`src/rtl/uart_ctrl_sched.sv`:
```
// Command scheduler: parses framed UART commands, queues up to four
// (ctrl_set, time_set) pairs and plays them back to the counter in order.
module uart_ctrl_sched #(
  parameter int unsigned DEPTH   = 4,
  parameter logic [7:0]  HEAD0   = 8'h55,
  parameter logic [7:0]  HEAD1   = 8'hA5,
  parameter logic [7:0]  TAIL    = 8'hF0,
  parameter logic [31:0] TIMEOUT = 32'd2_500_000
) (
  input  logic        clk,
  input  logic        reset_n,
  input  logic        rx_done,
  input  logic [7:0]  rx_data,
  input  logic        seq_done,
  output logic [7:0]  ctrl_set,
  output logic [31:0] time_set,
  output logic        cfg_load,
  output logic        busy,
  output logic [2:0]  fifo_count,
  output logic        frame_err,
  output logic        frame_drop
);

  typedef enum logic [2:0] {P_H0, P_H1, P_DATA, P_SUM, P_TAIL} pst_t;
  typedef enum logic [1:0] {S_IDLE, S_LOAD, S_RUN} sst_t;

  pst_t        r_pst, w_pst_nxt;
  sst_t        r_sst, w_sst_nxt;
  logic [2:0]  r_idx;
  logic [39:0] r_pay;
  logic [7:0]  r_sum;
  logic [31:0] r_to_cnt;
  logic [39:0] r_mem [DEPTH];
  logic [1:0]  r_wptr, r_rptr;
  logic [2:0]  r_count;
  logic [7:0]  r_ctrl_set;
  logic [31:0] r_time_set;
  logic        r_frame_err, r_frame_drop;

  logic w_to, w_sum_bad, w_tail_bad, w_commit, w_abort, w_push_req;
  logic w_full, w_push, w_drop, w_pop;

  assign w_to       = !rx_done && (r_pst != P_H0) && (r_to_cnt == TIMEOUT - 32'd1);
  assign w_sum_bad  = rx_done && (r_pst == P_SUM) && (rx_data != r_sum);
  assign w_tail_bad = rx_done && (r_pst == P_TAIL) && (rx_data != TAIL);
  assign w_commit   = rx_done && (r_pst == P_TAIL) && (rx_data == TAIL);
  assign w_abort    = w_commit && (r_pay[7:0] == 8'h00);
  assign w_push_req = w_commit && !w_abort;
  assign w_full     = (r_count == 3'(DEPTH));
  assign w_push     = w_push_req && !w_full;
  assign w_drop     = w_push_req && w_full;

  always_ff @(posedge clk or negedge reset_n) begin
    if (!reset_n) begin
      r_pst <= P_H0;
      r_sst <= S_IDLE;
    end else begin
      r_pst <= w_pst_nxt;
      r_sst <= w_sst_nxt;
    end
  end

  always_comb begin
    w_pst_nxt = r_pst;
    if (rx_done) begin
      unique case (r_pst)
        P_H0:    if (rx_data == HEAD0) w_pst_nxt = P_H1;
        P_H1:    if (rx_data == HEAD1) w_pst_nxt = P_DATA;
                 else if (rx_data != HEAD0) w_pst_nxt = P_H0;
        P_DATA:  if (r_idx == 3'd4) w_pst_nxt = P_SUM;
        P_SUM:   w_pst_nxt = w_sum_bad ? P_H0 : P_TAIL;
        P_TAIL:  w_pst_nxt = P_H0;
        default: w_pst_nxt = P_H0;
      endcase
    end else if (w_to) begin
      w_pst_nxt = P_H0;
    end
  end

  // Abort overrides any pop or seq_done decided in the same cycle.
  always_comb begin
    w_sst_nxt = r_sst;
    w_pop     = 1'b0;
    unique case (r_sst)
      S_IDLE: if (r_count != 3'd0) begin
                w_pop     = 1'b1;
                w_sst_nxt = S_LOAD;
              end
      S_LOAD: w_sst_nxt = S_RUN;
      S_RUN:  if (seq_done) begin
                if (r_count != 3'd0) begin
                  w_pop     = 1'b1;
                  w_sst_nxt = S_LOAD;
                end else begin
                  w_sst_nxt = S_IDLE;
                end
              end
      default: w_sst_nxt = S_IDLE;
    endcase
    if (w_abort) begin
      w_pop     = 1'b0;
      w_sst_nxt = S_IDLE;
    end
  end

  always_ff @(posedge clk or negedge reset_n) begin
    if (!reset_n) begin
      r_idx    <= '0;
      r_pay    <= '0;
      r_sum    <= '0;
      r_to_cnt <= '0;
    end else begin
      if (rx_done && (r_pst == P_H1) && (rx_data == HEAD1)) begin
        r_idx <= '0;
        r_sum <= '0;
      end else if (rx_done && (r_pst == P_DATA)) begin
        r_pay <= {r_pay[31:0], rx_data};
        r_sum <= r_sum ^ rx_data;
        r_idx <= r_idx + 3'd1;
      end
      if (rx_done || (r_pst == P_H0) || w_to) r_to_cnt <= '0;
      else                                    r_to_cnt <= r_to_cnt + 32'd1;
    end
  end

  always_ff @(posedge clk) begin
    if (w_push) r_mem[r_wptr] <= r_pay;
  end

  always_ff @(posedge clk or negedge reset_n) begin
    if (!reset_n) begin
      r_wptr       <= '0;
      r_rptr       <= '0;
      r_count      <= '0;
      r_ctrl_set   <= '0;
      r_time_set   <= '0;
      r_frame_err  <= 1'b0;
      r_frame_drop <= 1'b0;
    end else begin
      r_frame_err  <= w_sum_bad || w_tail_bad || w_to;
      r_frame_drop <= w_drop;
      if (w_abort) begin
        r_wptr     <= '0;
        r_rptr     <= '0;
        r_count    <= '0;
        r_ctrl_set <= '0;
        r_time_set <= '0;
      end else begin
        if (w_push) r_wptr <= r_wptr + 2'd1;
        if (w_pop) begin
          r_rptr     <= r_rptr + 2'd1;
          r_ctrl_set <= r_mem[r_rptr][7:0];
          r_time_set <= r_mem[r_rptr][39:8];
        end
        if (w_push && !w_pop)      r_count <= r_count + 3'd1;
        else if (w_pop && !w_push) r_count <= r_count - 3'd1;
      end
    end
  end

  assign ctrl_set   = r_ctrl_set;
  assign time_set   = r_time_set;
  assign cfg_load   = (r_sst == S_LOAD);
  assign busy       = (r_sst != S_IDLE);
  assign fifo_count = r_count;
  assign frame_err  = r_frame_err;
  assign frame_drop = r_frame_drop;

endmodule

```
`config.mk`:
```
export PLATFORM = sky130hd
export DESIGN_NAME = uart_ctrl_sched
export DESIGN_NICKNAME = d
export VERILOG_FILES = /design/src/rtl/uart_ctrl_sched.sv
export SDC_FILE = /design/constraint.sdc
export NUM_CORES = 1
export LEC_CHECK = 0
export BUFFER_PORTS_ARGS = -buffer_cell sky130_fd_sc_hd__buf_2
export CAP_MARGIN = 0
export CORE_AREA = 2 2 127 222
export CTS_BUF_LIST = sky130_fd_sc_hd__clkbuf_2
export CTS_CLUSTER_DIAMETER = 200
export CTS_CLUSTER_SIZE = 25
export DETAILED_ROUTE_END_ITERATION = 10
export DIE_AREA = 0 0 129 224
export SLEW_MARGIN = 10
export SYNTH_ARGS = -nofsm -noshare
export SYNTH_HDL_FRONTEND = slang
export SYNTH_SLANG_ARGS = --single-unit
```
`constraint.sdc`:
```
create_clock -name clk -period 4.45 [get_ports clk]
set_input_delay 1.1125 -clock clk [delete_from_list [all_inputs] [get_ports clk]]
set_output_delay 1.1125 -clock clk [all_outputs]
set_load 0.01 [all_outputs]
```
==> results of run 1 <==
[kinds of logic (layout without fill, tap and decap cells)]
logic type,Yosys count,count (layout),share of synthesized area
compound gates,35,35,0.0183
xor+xnor,42,42,0.0307
fa+ha+maj,8,8,0.00897
buf+inv,49,113,0.0170
flops,297,297,0.686
mux,83,83,0.111
other cells,0,1,0
simple gates,327,327,0.128
[report_power, final]
group	leakage (nW)	internal, W	switching [W]	total (W)
combinational	1.78	0.000916	0.000947	0.00186
sequential	3.18	0.00330	0.000405	0.00370
clock	0.104	0.000138	0.000764	0.000902
[layout by cell type (no fill, tap or decap), types with 14 or more instances in the layout]
cell,n
buf_2,57
buf_4,17
clkbuf_2,24
dfrtp_1,136
edfxtp_1,160
mux2i_1,42
mux4_2,40
nand2_1,140
nand3_1,15
nand4_1,14
nor2_1,93
o21ai_0,19
xnor2_1,18
xor2_1,24
[state kept, by name (all words and copies together), names as in the netlist]
| register | count |
|---|---|
| r_mem | 160 |
| r_pay | 40 |
| r_to_cnt | 32 |
| time_set | 32 |
| ctrl_set | 8 |
| r_sum | 8 |
| fifo_count | 3 |
| r_idx | 3 |
| r_pst | 3 |
| r_rptr | 2 |
| r_sst | 2 |
| r_wptr | 2 |
| frame_drop | 1 |
| frame_err | 1 |
[worst max-delay path, cell delays in order (launching register included)]
cell	delay, ns
dfrtp_1	0.53
or2_2	0.31
buf_2	0.15
[layer usage]
layer,part of all wire,track usage
met3,0.020,0.0148
met1,0.40,0.208
met2,0.56,0.325
met4,0.019,0.0445
met5,0.00046,0
[stage by stage]
stage | std cells | util | worst slack (ns) | hold slack (ns) | power, W
2_1_floorplan | 841 | - | 1.09 | 0.455 | 0.00500
3_3_place_gp | 1249 | 0.472 | 1.17 | 0.489 | 0.00565
3_5_place_dp | 1249 | 0.472 | 1.18 | 0.487 | 0.00568
4_1_cts | 1274 | 0.477 | 1.44 | 0.306 | 0.00658
5_1_grt | 1275 | 0.477 | 1.41 | 0.323 | 0.00690
6_report | 1275 | 0.477 | 1.53 | 0.318 | 0.00647
[how the worst max path moves through the flow]
stage / to / slack (ns)
floorplan: r_mem[0][0]$_DFFE_PP_ / 1.09
global placement: fifo_count[1]$_DFFE_PN0P_ / 1.17
detailed placement: fifo_count[1]$_DFFE_PN0P_ / 1.18
CTS: busy / 1.44
global route: busy / 1.41
finish: busy / 1.53
[area by class of cell]
class	instances	area share
clock inverters	1	0.000387
well taps	369	0.0357
repair buffers	78	0.0374
diodes	1	0.000194
clock buffers	24	0.00929
multi-input cells	495	0.277
inverters	10	0.00290
flip-flops and latches	297	0.637
==> impl_metrics.toml, run 1 <==
[outcome]
status = "complete, no violations"

[setup_path]
crit_type = "reg -> out"
worstPathMaxFanout = 5
timing.rr.end = "fifo_count[2]$_DFFE_PN0P_"
reg2reg_from = "r_pay[4]$_DFFE_PN0P_"
r2r_setup_slack_ns = 1.85
startpoint_type = "register"
cp_data_arrival_time_ns = 1.81
end_kind = "output port"
reg2reg_depth = 7
startpoint = "r_sst[0]$_DFFE_PN0P_"
worstPathRequired_ns = 3.34

[place]
dp_hpwl_um = 15600
io_buffers = 58
dpl-instance-area_mm2 = 0.0128
place.gp.congestion = 0.790

[global_routing]
grt_overflow = 0
antenna_found_initial = 2
grt_first_pass_wirelength_um = 38600
grt_max_degree = 103
grt_pass1_vias = 6877
grtUsageTotal = 0.172

[die]
start_util = 0.442
io_pins = 59
row_count = 80
die_y_um = 224
die_x_um = 129
core_mm2 = 0.0271
dieArea_mm2 = 0.0289

[timing]
max_freq_mhz = 342
finalSetupViolCount = 0
fin_skew_ns = 0.0502
fin_crit_ns = 2.92
setup_tns_ns = 0
slew_headroom = 0.217
rsz0062_at_grt = "no"
finalMaxSlewViolations = 0
hold_viol = 0
post-route-period-util = 0.657
worst_slew_pin_slew_ns = 1.17

[routing]
wl_per_cell_um = 18.8
vias_per_cell = 5.19
drt_pass1_iterations = 4
drc = 0
dr.first_iter.drc_count = 406
num_vias = 6613
ant_nets = 0
wirelength_um = 23900

[synthesis]
netlist_area_mm2 = 0.0120
synth_area_leaders = "edfxtp_1 40%, dfrtp_1 29%, mux4_2 7.5%"
synth_cell_types = 53
syn-mean-instance-area_um2 = 14.3
synth.largest_area_cell = "edfxtp_1"
ys_ff_latch = 297
synthArstFlopShare = 0.461
yosys-top-cells-count = "160 x edfxtp_1, 140 x nand2_1, 137 x dfrtp_1"
synth_flop_cell = "edfxtp_1"
yosysWarnings = 0
ys_seq_area_frac = 0.686
synth_top_area_share = 0.400
synth_edf_count = 160
synth_cells = 841
syn-num-nets = 861
synth_most_common_cell = "edfxtp_1"

[clock_network]
cts.path.max_buffers = 3
cts_resized = 0
cts_hold_buf = 0
cts_sinks = 297
path_clk_slew_ns = 0.42
cts_tree = "built"
clk_latency_ns = 0.84
htreeDepth = 1
post_cts_buffers = 0
clock-root-buffer = "clkbuf_2"
cts_buffers = 15

[layout]
design_area_mm2 = 0.0129
seq_area_mm2 = 0.00823
nNetsFinal = 917
multi_input_area_mm2 = 0.00358
syn_to_final_growth_pct = 7.74
nFillCells = 2400
layout-drive-gt1-share = 0.185

[min_path]
hold_path.class = "in -> async"

[job]
cap_violations = 0

[power]
power.leakage_nw = 5.06
powerDensity_mw_per_mm2 = 500
irDropWorstVdd_v = 0.000260
Note: power is estimated with default switching activity, not from simulation.
==> inputs of run 2 (changes only) <==
--- a/config.mk
+++ b/config.mk
@@ -5,14 +5,15 @@
 export SDC_FILE = /design/constraint.sdc
 export NUM_CORES = 1
 export LEC_CHECK = 0
+export ABC_AREA = 1
 export BUFFER_PORTS_ARGS = -buffer_cell sky130_fd_sc_hd__buf_2
 export CAP_MARGIN = 0
-export CORE_AREA = 2 2 127 222
+export CORE_AREA = 2 2 129 226
 export CTS_BUF_LIST = sky130_fd_sc_hd__clkbuf_2
 export CTS_CLUSTER_DIAMETER = 200
 export CTS_CLUSTER_SIZE = 25
 export DETAILED_ROUTE_END_ITERATION = 10
-export DIE_AREA = 0 0 129 224
+export DIE_AREA = 0 0 131 228
 export SLEW_MARGIN = 10
 export SYNTH_ARGS = -nofsm -noshare
 export SYNTH_HDL_FRONTEND = slang
==> constraint.sdc (replaced) <==
create_clock -name clk -period 2.9 [get_ports clk]
set_input_delay 0.725 -clock clk [delete_from_list [all_inputs] [get_ports clk]]
set_output_delay 0.725 -clock clk [all_outputs]
set_load 0.01 [all_outputs]
==> run 2 against run 1 <==
Net effect: die area grew 3.4%; global-route usage rose by 1.3 points; final cell count grew 22%; total power down 1.4%; clock-buffer cell count stayed put; clock power rose by 53%; sequential cell count unchanged; area after synthesis rose by 3.7%; worst setup slack lost 1.1 ns; non-clock buffer count shrank 1; core utilization decreased by 0.30 points; critical path depth unchanged; critical path type unchanged; largest power group unchanged.
==> impl_metrics.toml, run 2 <==
[outcome]
status = "complete, no violations"

[routing]
wl_per_cell_um = 17.3
num_vias = 8046
wirelength_um = 26900
vias_per_cell = 5.18
ant_nets = 0
drc = 0
drt_pass1_iterations = 5
dr.first_iter.drc_count = 477

[layout]
largest_register_ffs = 160
top_register = "r_mem"
finalNonFillerCells = 1553
nFillCells = 2690
nNetsFinal = 1186
final_util = 0.474
syn_to_final_growth_pct = 7.33
final_cell_mix = "174 x nand2_1, 160 x edfxtp_1, 156 x nor2_1"
layout-drive-gt1-share = 0.160
mostFrequentLayoutCell = "nand2_1"
top_regs = "r_mem: 160 flops, r_pay: 40 flops"

[global_routing]
grt-busiest-layer = "met2"
grtUsageMet3 = 0.0178
grt_use_met1 = 0.212
grtUsageMet2 = 0.353
grt_first_pass_wirelength_um = 43300
grt_pass1_vias = 8224
antenna_found_initial = 1
grtUsageTotal = 0.185
grt_overflow = 0
grt_max_degree = 83

[setup_path]
startpoint_type = "register"
end_kind = "output port"
worstPathMaxFanout = 3
crit_type = "reg -> out"
cp_data_arrival_time_ns = 1.74
worstPathRequired_ns = 2.17

[timing]
setup_tns_ns = 0
hold_viol = 0
finalMaxSlewViolations = 0
slew_headroom = 0.477
finalSetupViolCount = 0
worst_slew_pin_slew_ns = 0.784
max_freq_mhz = 405
fin_crit_ns = 2.47
fin_skew_ns = 0.0295
rsz0062_at_grt = "no"
post-route-period-util = 0.851

[synthesis]
synth_cells = 1120
yosys-top-cells-count = "174 x nand2_1, 160 x edfxtp_1, 160 x nor2_1"
synth_flop_cell = "edfxtp_1"
yosysWarnings = 0
netlist_area_mm2 = 0.0125
synth_cell_types = 38
syn-num-nets = 1140
synth_area_leaders = "edfxtp_1 39%, dfrtp_1 28%, nand2_1 5.2%"
synth.largest_area_cell = "edfxtp_1"
synth_top_area_share = 0.386
synth_edf_count = 160
synthArstFlopShare = 0.461
syn-mean-instance-area_um2 = 11.1
ys_seq_area_frac = 0.661
ys_ff_latch = 297
synth_most_common_cell = "nand2_1"

[clock_network]
clk_latency_ns = 0.83
cts_sinks = 297
cts_buffers = 15
cts.path.max_buffers = 3
clock-root-buffer = "clkbuf_2"
cts_resized = 0
cts_tree = "built"
htreeDepth = 1
path_clk_slew_ns = 0.43

[min_path]
hold_path.class = "in -> reg"

[place]
placed_cells = 1526
io_buffers = 58
place.gp.congestion = 0.900
dp_hpwl_um = 17600

[die]
io_pins = 59
dieArea_mm2 = 0.0299
row_count = 82
die_y_um = 228
start_util = 0.441
die_x_um = 131
core_mm2 = 0.0282

[power]
powerDensity_mw_per_mm2 = 477
power.leakage_nw = 5.64
irDropWorstVdd_v = 0.000238
power.total_w = 0.00638

[job]
cap_violations = 0
==> run 2: routing by layer <==
metal | up-vias | share of wire
li1 | 3903 | -
met1 | 3989 | 0.39
met2 | 116 | 0.56
met3 | 38 | 0.025
met4 | 0 | 0.027
met5 | - | 0
==> run 2: area by class of cell <==
type / instances / area, um2 / share of cell area
flip-flops and latches: 297 / 8230 / 0.616
multi-input cells: 707 / 3740 / 0.280
repair buffers: 77 / 529 / 0.0396
well taps: 378 / 473 / 0.0354
inverters: 68 / 255 / 0.0191
clock buffers: 24 / 120 / 0.00899
clock inverters: 1 / 5.00 / 0.000375
diodes: 1 / 2.50 / 0.000187
==> run 2: repair_timing <==
item                                   in CTS  in global routing
hold buffers                                1                  0
buffers inserted                            0                  0
endpoints found under the hold margin      54                  0
==> run 2: report_power, final <==
group          total (W)  switching, W  internal (W)
Sequential       0.00461     0.0000674       0.00454
Combinational   0.000393      0.000240      0.000154
Clock            0.00138       0.00117      0.000212
==> run 2: logic make-up (layout without fill, tap and decap cells) <==
group                      after synthesis  in the layout  share of synthesized area
DFF                                    297            297                      0.661
buffers and inverters                  116            170                     0.0409
other                                    0              1                          0
adders and majority gates                8              8                    0.00864
and+or+nand+nor                        483            483                      0.175
AOI/OAI and AO/OA                      162            162                     0.0702
xor gates and xnor gates                25             25                     0.0176
muxes                                   29             29                     0.0262
==> run 2: through the flow <==
step | setup WS [ns] | area, um2 | hold slack, ns
4_1_cts | 0.367 | 13400 | 0.0845
2_1_floorplan | -0.530 | 12500 | 0.429
3_3_place_gp | 0.534 | 13200 | 0.470
6_report | 0.432 | 13400 | 0.138
3_5_place_dp | 0.513 | 13200 | 0.484
5_1_grt | 0.333 | 13400 | 0.0623
==> run 2: path summary, 6_finish.rpt <==
kind	from	depth (start not counted)	slack (ns)	end
worst max-delay path	r_sst[1]$_DFFE_PN0P_	2	0.43	busy
worst min-delay path	rx_data[0]	3	0.14	r_pay[0]$_DFFE_PN0P_
worst max register to register	r_pay[1]$_DFFE_PN0P_	12	0.72	fifo_count[2]$_DFFE_PN0P_
worst min register to register	r_idx[2]$_DFFE_PN0P_	1	0.51	r_idx[2]$_DFFE_PN0P_
max in group asynchronous	reset_n	3	1.94	ctrl_set[4]$_DFFE_PN0P_
min in group asynchronous	reset_n	2	0.23	r_to_cnt[12]$_DFF_PN0_
==> run 2: critical path, cell delays in order (launching register included) <==
cell     delay [ns]
dfrtp_1        0.49
or2_2          0.29
buf_2          0.14
